### src/rtl/lc3_pkg.sv
// LC3 decode-stage shared definitions:
// opcodes, control-field codes and positions.
package lc3_pkg;

  localparam logic [3:0] OP_BR   = 4'b0000;
  localparam logic [3:0] OP_ADD  = 4'b0001;
  localparam logic [3:0] OP_LD   = 4'b0010;
  localparam logic [3:0] OP_ST   = 4'b0011;
  localparam logic [3:0] OP_JSR  = 4'b0100;
  localparam logic [3:0] OP_AND  = 4'b0101;
  localparam logic [3:0] OP_LDR  = 4'b0110;
  localparam logic [3:0] OP_STR  = 4'b0111;
  localparam logic [3:0] OP_RTI  = 4'b1000;
  localparam logic [3:0] OP_NOT  = 4'b1001;
  localparam logic [3:0] OP_LDI  = 4'b1010;
  localparam logic [3:0] OP_STI  = 4'b1011;
  localparam logic [3:0] OP_JMP  = 4'b1100;
  localparam logic [3:0] OP_RES  = 4'b1101;
  localparam logic [3:0] OP_LEA  = 4'b1110;
  localparam logic [3:0] OP_TRAP = 4'b1111;

  localparam logic [1:0] W_ALU   = 2'b00;
  localparam logic [1:0] W_MEM   = 2'b01;
  localparam logic [1:0] W_PCREL = 2'b10;

  localparam int E_ALU_LO = 4;
  localparam int E_PC1_LO = 2;
  localparam int E_PC2    = 1;
  localparam int E_OP2    = 0;

  localparam logic [1:0] ALU_ADD = 2'b00;
  localparam logic [1:0] ALU_AND = 2'b01;
  localparam logic [1:0] ALU_NOT = 2'b10;

  localparam logic [1:0] PC1_OFF11 = 2'b00;
  localparam logic [1:0] PC1_OFF9  = 2'b01;
  localparam logic [1:0] PC1_OFF6  = 2'b10;
  localparam logic [1:0] PC1_ZERO  = 2'b11;

  localparam int M_STORE = 1;
  localparam int M_IND   = 0;

  typedef struct packed {
    logic [1:0] w;
    logic [5:0] e;
    logic [1:0] m;
    logic       wb_en;
    logic       illegal;
  } ctrl_t;

  function automatic logic [5:0] e_pack(
    input logic [1:0] alu,
    input logic [1:0] pc1,
    input logic       pc2,
    input logic       op2
  );
    logic [5:0] e;
    e = '0;
    e[E_ALU_LO +: 2] = alu;
    e[E_PC1_LO +: 2] = pc1;
    e[E_PC2]         = pc2;
    e[E_OP2]         = op2;
    return e;
  endfunction

endpackage

### src/rtl/decode_ctrl.sv
// LC3 control decoder: instruction word in,
// writeback/execute/memory controls out.
module decode_ctrl
  import lc3_pkg::*;
(
  input  logic [15:0] ir,
  output logic [1:0]  w,
  output logic [5:0]  e,
  output logic [1:0]  m,
  output logic        wb_en,
  output logic        illegal
);

  logic [3:0] op;
  logic       imm;
  logic       unused_bits;

  assign op  = ir[15:12];
  assign imm = ir[5];
  assign unused_bits = ^{ir[11:6], ir[4:0]};

  // Opcode to control-set lookup; unsupported ops flag illegal
  always_comb begin
    w       = W_ALU;
    e       = '0;
    m       = '0;
    wb_en   = 1'b0;
    illegal = 1'b0;
    unique case (1'b1)
      (op == OP_ADD): begin
        e     = e_pack(ALU_ADD, PC1_OFF11, 1'b0, !imm);
        wb_en = 1'b1;
      end
      (op == OP_AND): begin
        e     = e_pack(ALU_AND, PC1_OFF11, 1'b0, !imm);
        wb_en = 1'b1;
      end
      (op == OP_NOT): begin
        e     = e_pack(ALU_NOT, PC1_OFF11, 1'b0, 1'b0);
        wb_en = 1'b1;
      end
      (op == OP_LD): begin
        w     = W_MEM;
        e     = e_pack(ALU_ADD, PC1_OFF9, 1'b1, 1'b0);
        wb_en = 1'b1;
      end
      (op == OP_LDR): begin
        w     = W_MEM;
        e     = e_pack(ALU_ADD, PC1_OFF6, 1'b0, 1'b0);
        wb_en = 1'b1;
      end
      (op == OP_LDI): begin
        w        = W_MEM;
        e        = e_pack(ALU_ADD, PC1_OFF9, 1'b1, 1'b0);
        m[M_IND] = 1'b1;
        wb_en    = 1'b1;
      end
      (op == OP_LEA): begin
        w     = W_PCREL;
        e     = e_pack(ALU_ADD, PC1_OFF9, 1'b1, 1'b0);
        wb_en = 1'b1;
      end
      (op == OP_ST): begin
        e          = e_pack(ALU_ADD, PC1_OFF9, 1'b1, 1'b0);
        m[M_STORE] = 1'b1;
      end
      (op == OP_STR): begin
        e          = e_pack(ALU_ADD, PC1_OFF6, 1'b0, 1'b0);
        m[M_STORE] = 1'b1;
      end
      (op == OP_STI): begin
        e          = e_pack(ALU_ADD, PC1_OFF9, 1'b1, 1'b0);
        m[M_STORE] = 1'b1;
        m[M_IND]   = 1'b1;
      end
      (op == OP_BR): begin
        e = e_pack(ALU_ADD, PC1_OFF9, 1'b1, 1'b0);
      end
      (op == OP_JMP): begin
        e = e_pack(ALU_ADD, PC1_ZERO, 1'b0, 1'b0);
      end
      default: begin
        illegal = 1'b1;
      end
    endcase
  end

endmodule

### src/rtl/decode_queue.sv
// LC3 decode stage: decode at enqueue, buffer in
// a DEPTH-entry valid/ready FIFO toward execute.
module decode_queue
  import lc3_pkg::*;
#(
  parameter int DEPTH = 2,
  parameter int PC_W  = 16
) (
  input  logic            clk,
  input  logic            rst,
  input  logic            flush,
  input  logic            in_valid,
  output logic            in_ready,
  input  logic [15:0]     Imem_dout,
  input  logic [PC_W-1:0] npc_in,
  output logic            out_valid,
  input  logic            out_ready,
  output logic [15:0]     IR,
  output logic [PC_W-1:0] npc_out,
  output logic [1:0]      W_Control,
  output logic [5:0]      E_Control,
  output logic [1:0]      M_Control,
  output logic            wb_en,
  output logic            illegal
);

  localparam int AW = $clog2(DEPTH);
  localparam int CW = AW + 1;

  logic [AW-1:0]   wr_ptr;
  logic [AW-1:0]   rd_ptr;
  logic [CW-1:0]   count;
  logic [15:0]     ir_mem  [DEPTH];
  logic [PC_W-1:0] npc_mem [DEPTH];
  ctrl_t           ctrl_mem[DEPTH];
  ctrl_t           dec;
  ctrl_t           head;
  logic            push;
  logic            pop;

  decode_ctrl u_dec (
    .ir      (Imem_dout),
    .w       (dec.w),
    .e       (dec.e),
    .m       (dec.m),
    .wb_en   (dec.wb_en),
    .illegal (dec.illegal)
  );

  assign in_ready  = rst && (count < CW'(DEPTH));
  assign out_valid = (count != '0);
  assign push      = in_valid && in_ready;
  assign pop       = out_valid && out_ready;

  assign head      = ctrl_mem[rd_ptr];
  assign IR        = ir_mem[rd_ptr];
  assign npc_out   = npc_mem[rd_ptr];
  assign W_Control = head.w;
  assign E_Control = head.e;
  assign M_Control = head.m;
  assign wb_en     = head.wb_en;
  assign illegal   = head.illegal;

  // Queue storage, pointers and occupancy; flush wins
  always_ff @(posedge clk or negedge rst) begin
    if (!rst) begin
      wr_ptr <= '0;
      rd_ptr <= '0;
      count  <= '0;
      for (int k = 0; k < DEPTH; k++) begin
        ir_mem[k]   <= '0;
        npc_mem[k]  <= '0;
        ctrl_mem[k] <= '0;
      end
    end else if (flush) begin
      wr_ptr <= '0;
      rd_ptr <= '0;
      count  <= '0;
    end else begin
      if (push) begin
        ir_mem[wr_ptr]   <= Imem_dout;
        npc_mem[wr_ptr]  <= npc_in;
        ctrl_mem[wr_ptr] <= dec;
        wr_ptr           <= wr_ptr + AW'(1);
      end
      if (pop) begin
        rd_ptr <= rd_ptr + AW'(1);
      end
      count <= count + CW'(push) - CW'(pop);
    end
  end

endmodule

### config.mk
export PLATFORM = sky130hd
export DESIGN_NAME = decode_queue
export DESIGN_NICKNAME = d
export VERILOG_FILES = /design/src/rtl/lc3_pkg.sv /design/src/rtl/decode_ctrl.sv /design/src/rtl/decode_queue.sv
export SDC_FILE = /design/constraint.sdc
export NUM_CORES = 1
export LEC_CHECK = 0
export ABC_CLOCK_PERIOD_IN_PS = 4200
export BUFFER_PORTS_ARGS = -buffer_cell sky130_fd_sc_hd__buf_2
export CORE_MARGIN = 2
export CORE_UTILIZATION = 55
export CTS_CLUSTER_DIAMETER = 120
export DETAILED_ROUTE_END_ITERATION = 16
export PLACE_DENSITY = 0.79
export SYNTH_ARGS = -nofsm -noshare
export SYNTH_HDL_FRONTEND = slang
export SYNTH_SLANG_ARGS = --single-unit
### constraint.sdc
create_clock -name clk -period 4.2 [get_ports clk]
set_input_delay 0.42 -clock clk [delete_from_list [all_inputs] [get_ports clk]]
set_output_delay 0.42 -clock clk [all_outputs]
set_load 0.02 [all_outputs]
# After elaboration in Yosys (flattened, before gate mapping)
# Index checks and enable logic that the tools add are counted.
[op_classes] n_addsub=4 mul=0 div_mod_pow=0 order_cmp=4 n_eq_ne=11 n_shift=0 muxes=27 bitwise=3 reduce_logical=17
[ops] operator="16-bit 2-to-1 mux" count=7
[ops] operator="32-bit bitwise mux" count=2
[ops] operator="12-bit 2-to-1 mux" count=4
[ops] operator="6-bit case mux with 6 select lines" count=1
[ops] operator="24-bit bitwise mux" count=1
[ops] operator="4-bit == test, second input constant" count=5
[ops] operator="16-bit demux with 1-bit select" count=1
[ops] operator="12-bit demux with 1-bit select" count=1
[ops] operator="4-bit by 3-bit == test with 1-bit output, second input constant" count=3
[ops] operator="12-bit OR reduction" count=1
[ops] operator="4-bit by 2-bit == test with 1-bit output, second input constant" count=2
[ops] operator="1-bit 2-to-1 mux" count=8
[ops] operator="7-bit OR reduction" count=1
[ops] operator="2-bit nonzero test" count=3
[ops] operator="3-bit OR reduction" count=2
[ops] operator="6-bit OR reduction" count=1
[ops] operator="4-bit by 1-bit == test with 1-bit output, second input constant" count=1
[ops] operator="2-bit >= comparator, second input constant" count=2
[ops] operator="1-bit logical AND" count=4
[ops] operator="4-bit logical NOT" count=1
[ops] operator="1-bit NOT with 2-bit output" count=2
[ops] operator="2-bit case mux with 2 select lines" count=1
[ops] operator="2-bit OR reduction" count=2
[ops] operator="1-bit adder, second input constant" count=2
[ops] operator="other kinds (8)" count=8
[totals] register_bits=92 latchBits=0 ramBits=0 romBits=0 input_bits=37 wordCells=83 mem_count=0

# Longest topological paths before layout
# Gate-level depths: netlist of run 1.
[logic_depth] word_depth=6 ltp_mapped=6 depth_no_buf=6

# By module
# From an unflattened synthesis of run 1, not the netlist that was laid out.
[hier_totals] hier_cells=282 area_unflattened_um2=4379.2
[by_module_without_submodules] mod="decode_queue" instances=1 cells_per_inst=256 area_per_inst_um2=4215.3
[by_module_without_submodules] mod="decode_ctrl" instances=1 cells_per_inst=26 area_per_inst_um2=163.9

# Worst setup path before layout of run 1
# Ideal clock, no wire load.
[synth_timing] path_type="flip-flop to output port" start="reg rd_ptr" end="out E_Control[3]" t_arrival_ps=1206 t_required_ps=3780 slack_ps=2574 path_stages_with_launch=4 cell_sequence="dfrtp_1 > buf_2 > buf_2 > o21ai_0"
[synth_between] elab_chain_cells=4
[synth_rtl] item="from (decl)" line="decode_queue.sv:31" text="logic [AW-1:0] rd_ptr;"
[synth_rtl] item="from (signal assigned)" line="decode_queue.sv:87" text="rd_ptr <= rd_ptr + AW'(1);"
[synth_rtl] item="1-bit NOT with 2-bit output (implied by the code)" line="decode_queue.sv:55" text="assign head = ctrl_mem[rd_ptr];"
[synth_rtl] item="12-bit 2-to-1 mux (implied by the code) (3 in a row)" line="decode_queue.sv:55"
[synth_rtl] item="to (decl)" line="decode_queue.sv:21" text="output logic [5:0] E_Control,"
# No other way between the ends. The select of a mux whose other input is x is not followed.

# Final worst setup path of run 1
[layout_timing] start="reg rd_ptr" end="out npc_out[4]"
[layout_between] elab_chain_cells=4
[layout_rtl] item="1-bit NOT with 2-bit output (implied by the code)" line="decode_queue.sv:57" text="assign npc_out = npc_mem[rd_ptr];"
[layout_rtl] item="16-bit 2-to-1 mux (implied by the code) (3 in a row)" line="decode_queue.sv:57"
[layout_rtl] item="to (decl)" line="decode_queue.sv:19" text="output logic [PC_W-1:0] npc_out,"
# No other way between the ends. The select of a mux whose other input is x is not followed.

==> impl_metrics.tcl, run 1 <==
set metrics [dict create \
    finish.utilization_pct 64.7 \
    dp_hpwl_microns 5100 \
    track_usage_pct 19.3 \
    grt_start_max_net_pins 53 \
    avgSynthCellArea_sq_um 15.4 \
    dr.pass1.iters 5 \
    io_pins 83 \
    cts_buffers 9 \
    core_area_sq_um 7730 \
    synth.distinct_cells 37 \
    drive_gt1_share_pct 63.0 \
    vias 2498 \
    drt_iter0_drc 88 \
    drcViolationCount 0 \
    syn2layout_area_growth_pct 13.7 \
    clock-sinks 92 \
    wl_per_cell_microns 16.9 \
    setup_tns_ns 0 \
    yosysWarningCount 0 \
    min_period_ns 2.50 \
    worstSetupPathType "reg -> out" \
    start_kind "register" \
    end_kind "primary output" \
    cts_resized 0 \
    die_area_sq_um 8730 \
    worst_pin_slew_ns 1.14 \
    hold_viol 0 \
    antenna_left 0 \
    place_inst 455 \
    final_cells 470 \
    worstPathMaxFanout 47 \
    finalMaxSlewViolations 0 \
    slew_headroom_pct 23.7 \
    cts_tree "built" \
    htreeDepth 3 \
    power.leakage_nw 2.50 \
    clock_path_buffers 2 \
    fin_crit_sh_pct 59.5 \
    rsz0062_at_grt "false" \
    io_buffers 82 \
    power_mw 3.46 \
    grt_overflow 0 \
    root_buffer "clkbuf_8" \
    rows 32 \
    place_congestion 0.688 \
    netlist_instances 285 \
    synth_flop_cell "dfrtp_1" \
    die_h_microns 93.4 \
    setup_viol 0 \
    peakVddDrop_mv 0.383 \
    layout.nets 403 \
    yosysSeqAreaShare_pct 52.4 \
    finalWirelength_microns 7930 \
    cts.clk_slew.worst_paths_ns 0.10 \
    hp-class "in -> async" \
    clk_latency_ns 0.36 \
    cp.arrival_ns 2.08 \
    diodes 0 \
    synth_nets 324 \
    die-width_microns 93.4 \
    crit_required_ns 3.78 \
    ys_async_sr_fraction_pct 100 \
    ys_seq_elements 92 \
    fmax_mhz 400 \
    antenna_found_initial 0 \
    start_util_pct 56.9 \
    synth_edf_count 0 \
    post_cts_buffers 0 \
    whs_ns 0.0454 \
    cap_violations 0 \
    viasPerCell 5.31 \
    grt_pass1_wl_microns 13100 \
    p_per_area_nw_per_um2 691 \
    synth.cell_area_sq_um 4400 \
    finClkSkew_ns 0.0112 \
    status "finished, final reports clean" \
    grt_pass1_vias 2602 \
    hold_buffers 0 \
]
## layout by cell type (no fill, tap or decap), types with 2 or more instances in the layout
cell type	n
xor2_1	3
mux2_4	38
dfrtp_1	91
o21ai_0	5
inv_1	3
nor3b_1	2
nor2b_1	2
nand2_1	3
xnor2_1	2
nand2b_1	3
buf_2	81
nor2_1	6
mux2_2	88
clkinv_2	2
clkbuf_8	9
buf_4	2
ha_1	2
and2b_1	2
## cells in the mapped netlist, types with 2 or more instances
master	number	area share, %
dfrtp_1	92	52
mux2_2	88	23
mux2_4	38	13
nor2_1	6	0.51
buf_2	5	0.57
o21ai_0	5	0.57
buf_6	4	1.0
buf_12	3	1.4
clkbuf_1	3	0.26
inv_1	3	0.26
nand2_1	3	0.26
nand2b_1	3	0.43
xor2_1	3	0.60
and2b_1	2	0.34
ha_1	2	0.57
nor2b_1	2	0.28
nor3b_1	2	0.34
xnor2_1	2	0.40
## per-stage QoR
stage	area [sq um]	setup WS (ns)
after floorplan	4400	2.57
after global placement	4810	1.49
after detailed placement	4810	1.42
after CTS	5000	1.68
after global routing	5000	1.60
final	5000	1.70
## critical path: stages (launching register included)
cell and delay [ns]:
dfrtp_2 1.11, mux2_2 0.43, buf_2 0.16
## where the power goes
group | leakage [nW] | switching (mW) | internal (mW)
logic | 1.24 | 0.626 | 0.764
registers | 1.16 | 0.247 | 1.24
clock network | 0.0955 | 0.307 | 0.273
## worst paths after layout
check,startpoint,endpoint,slack (ns),depth (start not counted)
hold / removal,rst,ir_mem[8],0.05,1
max in group asynchronous,rst,rd_ptr,3.08,2
hold reg to reg,ir_mem[14],ir_mem[14],0.50,1
setup reg to reg,count[1],npc_mem[30],1.90,4
min in group clk,Imem_dout[8],ir_mem[8],0.31,2
setup / recovery,rd_ptr,npc_out[4],1.70,2
## state kept, by name (all words and copies together) (netlist names)
name	cells
count	2
ctrl_mem	24
rd_ptr	1
npc_mem	32
ir_mem	32
wr_ptr	1
## layer usage
metal | global-route usage, % | vias to the layer above | part of all wire (%)
li1 | - | 1161 | -
met1 | 25.7 | 1265 | 46
met2 | 30.9 | 65 | 47
met3 | 5.56 | 7 | 6.1
met4 | 5.88 | 0 | 1.1
met5 | 0 | - | 0
## cell type report
cell class                 instances  area (sq um)
tap                              102           128
timing repair buffer              84           440
multi-input combinational        174          1930
clock buffer                       9           124
inverter                           3          11.3
sequential                        92          2300
clock inverter                     6          65.1
fill                             598          2730
## kinds of logic after synthesis
logic type	after synthesis	share of synthesized area, %
mux	127	35.7
flops	92	52.4
compound gates	11	1.68
xor+xnor	5	0.996
buf+inv	19	3.81
simple gates	29	4.84
fa+ha+maj	2	0.569
Power figures use the tool's default switching activity.
==> inputs of run 2 (changes only) <==
- ABC_AREA: default -> 1
- ABC_CLOCK_PERIOD_IN_PS: 4200 -> 2500
- clock period: 4.2 -> 2.5 ns (I/O delays scaled with it)
==> run 2 against run 1 <==
  * The flow now finishes with violations (negative hold slack)
  * Synthesized cell count increased by 91%
  * Setup slack worse by 1.2 ns
  * Global-route usage grew 3.0 points
  * Sequential share of layout area grew 0.88 points
  * Flip-flop and latch count did not move
  * Utilization decreased by 0.55 points
  * Clock power is 67% higher
  * Die area is 2.2% lower
  * Routed wire length is 14% higher
  * Critical path depth up 2
  * Via count is 45% higher
  * Clock skew fell by 0.0023 ns
  * Critical path type unchanged
  * Highest routed layer unchanged
==> impl_metrics.tcl, run 2 <==
set metrics [dict create \
    yosysSeqAreaShare_pct 53.6 \
    start_util_pct 56.2 \
    status "complete, but fails checks" \
    p_per_area_nw_per_um2 1050 \
    viasPerCell 5.02 \
    cap_violations 0 \
    critPathTopFamily "flip-flops" \
    top_layer_used "met4" \
    max_stage_delay_ns 0.70 \
    yosysWarningCount 0 \
    vias 3615 \
    antenna_left 0 \
    drive_gt1_share_pct 18.1 \
    track_usage_pct 22.4 \
    grt_start_max_net_pins 57 \
    crit_required_ns 2.25 \
    setup_tns_ns 0 \
    antenna_found_initial 0 \
    power.leakage_nw 2.58 \
    combinationalPowerShare_pct 36.1 \
    htreeDepth 3 \
    rows 32 \
    finalWirelength_microns 9020 \
    io_buffers 82 \
    cts_tree "built" \
    dr_wl_met3_microns 470 \
    finClkSkew_ns 0.00886 \
    clock_path_buffers 2 \
    p_sw_mw 2.01 \
    die_area_sq_um 8530 \
    hold_viol 1 \
    whs_ns -0.00591 \
    core_area_sq_um 7650 \
    wl_per_cell_microns 12.5 \
    synth.cell_area_sq_um 4300 \
    cts_buffers 9 \
    place_congestion 0.814 \
    crit_buf_inv 2 \
    synth_top_area_cell "dfrtp_1" \
    cp.arrival_ns 1.79 \
    die-width_microns 92.4 \
    synth_nets 584 \
    intPower_mw 3.12 \
    worstSetupPathType "reg -> out" \
    yosysMostFrequentCell "nand2_1" \
    hp-class "in -> async" \
    slew_headroom_pct 59.5 \
    path_cells "buf_12 > nand2_1 > o21ai_0 > buf_2" \
    synthTopCellsByArea "dfrtp_1 (54%), nand2_1 (19%), o21ai_0 (14%)" \
    peakVddDrop_mv 0.475 \
    diodes 0 \
    synth.distinct_cells 18 \
    rsz0062_at_grt "false" \
    finalInstanceArea_sq_um 4900 \
    avgSynthCellArea_sq_um 7.88 \
    layout_common_cells "nand2_1 (214), o21ai_0 (119), dfrtp_1 (91)" \
    clock-sinks 92 \
    top_regs "ir_mem x32, npc_mem x32, ctrl_mem x24" \
    final_common_cell "nand2_1" \
    dp_hpwl_microns 5790 \
    dpl_cell_area_sq_um 4710 \
    netlist_instances 545 \
    power_mw 5.13 \
    start_kind "register" \
    clockPowerShare_pct 18.9 \
    dr.pass1.iters 5 \
    io_pins 83 \
    wl_met1_microns 4170 \
    ys_seq_elements 92 \
    finish.utilization_pct 64.1 \
    final_cells 720 \
    drt_iter0_drc 210 \
    ys_async_sr_fraction_pct 100 \
    fin_crit_sh_pct 81.8 \
    worstPathMaxFanout 56 \
    grt_pass1_vias 3363 \
    synth_flop_cell "dfrtp_1" \
    drcViolationCount 0 \
    fillCellCount 689 \
    grt_overflow 0 \
    crit_slowest_cell "dfrtp_2" \
    synth_top_area_share_pct 53.6 \
    place_inst 705 \
    cts_resized 0 \
    fmax_mhz 489 \
    finalMaxSlewViolations 0 \
    synth_edf_count 0 \
    clk_latency_ns 0.36 \
    synth_common_cells "nand2_1 (214), o21ai_0 (119), dfrtp_1 (92), inv_1 (54), nor2_1 (13)" \
    die_h_microns 92.4 \
    cts.clk_slew.worst_paths_ns 0.08 \
    post_cts_buffers 0 \
    syn2layout_area_growth_pct 14.2 \
    root_buffer "clkbuf_8" \
    setup_viol 0 \
    met2_length_microns 4270 \
    worst_pin_slew_ns 0.608 \
    p_seq_share_pct 45.0 \
    violations "negative hold slack" \
    layout.nets 653 \
    hold_buffers 0 \
    end_kind "primary output" \
    switching_share_pct 39.2 \
    min_period_ns 2.04 \
    grt_pass1_wl_microns 15300 \
]
## run 2: path summary, 6_finish.rpt
kind | startpoint | to | slack (ns) | cells after the start
worst min-delay path | rst | count[1] | -0.006 | 2
max in group asynchronous | rst | rd_ptr | 1.43 | 3
worst max register to register | count[1] | ctrl_mem[0] | 0.77 | 7
min in group clk | flush | count[0] | 0.06 | 2
worst min register to register | ctrl_mem[18] | ctrl_mem[18] | 0.49 | 2
worst max-delay path | rd_ptr | W_Control[0] | 0.46 | 4
## run 2: cells by family after synthesis
| family | share of synthesized area [%] |
|---|---|
| AND/OR/NAND/NOR | 21.5 |
| AO/OA/AOI/OAI | 14.7 |
| flip-flops | 53.6 |
| buffers and inverters | 9.44 |
| adder cells (fa/ha/maj) | 0.582 |
| XOR/XNOR | 0.204 |
## run 2: worst register-to-register path: cells and delay by family, from the launching register on
kind,cells,cell delay (ns)
flops,1,0.42
buf+inv,3,0.79
simple gates,4,0.47
## run 2: power groups by stage
stage | combinational [mW] | sequential [mW] | clock, mW
finish | 1.85 | 2.31 | 0.970
global placement | 1.81 | 2.33 | 0
floorplan | 1.34 | 2.24 | 0
CTS | 1.88 | 2.31 | 0.993
detailed placement | 1.87 | 2.34 | 0
global route | 2.10 | 2.39 | 1.05
## run 2: layout make-up
type                    count  area (sq um)  area share [%]
flip-flops and latches     92          2300            47.0
clock buffers               9           124            2.53
well taps                 102           128            2.60
inverters                  56           210            4.29
multi-input cells         365          1590            32.4
repair buffers             90           485            9.90
clock inverters             6          66.3            1.35
## run 2: per-stage QoR
stage | setup slack (ns) | hold slack [ns]
after global routing | 0.346 | 0.0426
final | 0.456 | -0.00591
after global placement | 0.853 | 0.404
after CTS | 0.441 | 0.0224
after floorplan | 0.928 | -0.0456
after detailed placement | 0.783 | 0.407
## run 2: per-layer routing
| metal | vias to the layer above | GRT usage, % |
|---|---|---|
| li1 | 1826 | - |
| met2 | 104 | 35.9 |
| met3 | 10 | 3.42 |
| met1 | 1675 | 31.9 |
| met4 | 0 | 6.34 |
| met5 | - | 0 |
==> inputs of run 3 (changes only) <==
- ABC_CLOCK_PERIOD_IN_PS: 2500 -> 1900
- clock period: 2.5 -> 1.9 ns (I/O delays scaled with it)
==> run 3 against run 2 <==
  * Global-route usage grew 1.3 points
  * Critical path depth shrank 1
  * Power grew 34%
  * Routed wire length grew 4.0%
  * Non-clock buffer count grew 6
  * Largest cell class unchanged
  * Highest routed layer unchanged
  * Combinational power grew 37%
  * The flow now finishes without violations
  * Cell area grew 2.5%
==> impl_metrics.tcl, run 3 (synthesis gave the netlist of run 2 again) <==
set metrics [dict create \
    layout.nets 659 \
    clk_latency_ns 0.36 \
    rsz0062_at_grt "false" \
    die-width_microns 92.4 \
    top_regs "ir_mem x32, npc_mem x32, ctrl_mem x24" \
    final_cells 727 \
    dp_hpwl_microns 6200 \
    crit_required_ns 1.71 \
    grt_start_max_net_pins 56 \
    dr.pass1.iters 4 \
    p_per_area_nw_per_um2 1370 \
    start_kind "register" \
    status "finished, final reports clean" \
    viasPerCell 5.07 \
    rows 32 \
    vias 3689 \
    whs_ns 0.0371 \
    die_h_microns 92.4 \
    dpl_cell_area_sq_um 4790 \
    path_cells "buf_4 > o21ai_0 > buf_2" \
    end_kind "primary output" \
    die_area_sq_um 8530 \
    p_seq_share_pct 44.0 \
    worstSetupPathType "reg -> out" \
    slew_headroom_pct 54.4 \
    antenna_found_initial 0 \
    track_usage_pct 23.7 \
    setup_viol 0 \
    htreeDepth 3 \
    finalWirelength_microns 9380 \
    diodes 0 \
    cts_buffers 9 \
    worst-path-stages 3 \
    drt_iter0_drc 281 \
    grt_pass1_wl_microns 16200 \
    clock-sinks 92 \
    io_buffers 82 \
    core_area_sq_um 7650 \
    setup_tns_ns 0 \
    wl_per_cell_microns 12.9 \
    max_stage_delay_ns 0.60 \
    syn2layout_area_growth_pct 17.0 \
    reg2reg_depth 6 \
    cts.clk_slew.worst_paths_ns 0.09 \
    worstPathMaxFanout 20 \
    clockPowerShare_pct 19.3 \
    cap_violations 0 \
    crit_slowest_cell "dfrtp_4" \
    finalMaxSlewViolations 0 \
    drcViolationCount 0 \
    io_pins 83 \
    antenna_left 0 \
    critPathTopFamily "flip-flops" \
    start_util_pct 56.2 \
    combinationalPowerShare_pct 36.7 \
    cts_tree "built" \
    grt_pass1_vias 3631 \
    final_common_cell "nand2_1" \
    hold_viol 0 \
    intPower_mw 4.20 \
    root_buffer "clkbuf_8" \
    drive_gt1_share_pct 18.6 \
    crit_buf_inv 2 \
    grt_overflow 0 \
    finClkSkew_ns 0.0116 \
    finalInstanceArea_sq_um 5030 \
    place_congestion 0.823 \
    place_inst 708 \
    layout_common_cells "nand2_1 (214), o21ai_0 (119), dfrtp_1 (91)" \
    worst_pin_slew_ns 0.683 \
    fin_crit_sh_pct 93.5 \
    fmax_mhz 563 \
    clock_path_buffers 2 \
    switching_share_pct 39.0 \
    hp-class "in -> reg" \
    peakVddDrop_mv 0.645 \
    power.leakage_nw 2.63 \
    min_path_cells 3 \
    p_sw_mw 2.69 \
    min_period_ns 1.78 \
    cp.arrival_ns 1.59 \
]
[run 3: changes by cell type in the layout (fill, tap and decap cells not counted), sizes merged]
cell | before | now
inv | 56 | 57
clkinvlp | 3 | 1
dlygate4sd3 | 0 | 2
clkbuf | 9 | 11
buf | 90 | 94
[run 3: path summary, 6_finish.rpt]
path	from	to	slack [ns]
worst max-delay path	rd_ptr	IR[11]	0.12
worst min-delay path	npc_in[4]	npc_mem[4]	0.04
worst max register to register	count[1]	ctrl_mem[15]	0.32
worst min register to register	ctrl_mem[13]	ctrl_mem[13]	0.49
max in group asynchronous	rst	rd_ptr	0.85
min in group asynchronous	rst	ctrl_mem[7]	0.40
[run 3: layout make-up]
cell class / count / area, sq um
flip-flops and latches: 92 / 2310
multi-input cells: 365 / 1590
repair buffers: 96 / 593
clock buffers: 11 / 141
clock inverters: 5 / 60.1
inverters: 56 / 210
well taps: 102 / 128
fillers: 681 / 2620
[run 3: worst min-delay path: cells and delay by family]
| kind | cells | cell delay [ns] |
|---|---|---|
| buf+inv | 1 | 0.09 |
| simple gates | 2 | 0.09 |
[run 3: routing by layer]
layer	global-route usage [%]	part of all wire (%)	vias to the layer above	wire length, microns
li1	-	-	1850	-
met1	30.9	46	1742	4300
met3	3.74	4.3	13	400
met5	0	0	-	0
met2	40.5	48	84	4530
met4	8.21	1.6	0	151
[run 3: power by group through the flow]
stage	Sequential (mW)	Clock, mW	Combinational, mW
final	3.03	1.33	2.53
after global routing	3.11	1.44	2.88
after CTS	3.05	1.36	2.52
after detailed placement	3.08	0	2.51
after global placement	3.05	0	2.44
after floorplan	2.95	0	1.76
[run 3: timing repair]
| action | in CTS | in global routing |
|---|---|---|
| endpoints found under the setup margin | 11 | 11 |
| setup buffers | 0 | 1 |
| hold buffers | 2 | 0 |
| resized for setup | 1 | 1 |
| hold endpoints to repair | 38 | 0 |
[run 3: per-stage QoR]
| stage | util [%] | setup slack (ns) | power [mW] |
|---|---|---|---|
| floorplan | - | 0.328 | 4.71 |
| global route | 65.7 | 0.0368 | 7.43 |
| global placement | 62.6 | 0.358 | 5.49 |
| detailed placement | 62.6 | 0.309 | 5.59 |
| CTS | 65.5 | 0.0220 | 6.93 |
| finish | 65.7 | 0.124 | 6.89 |
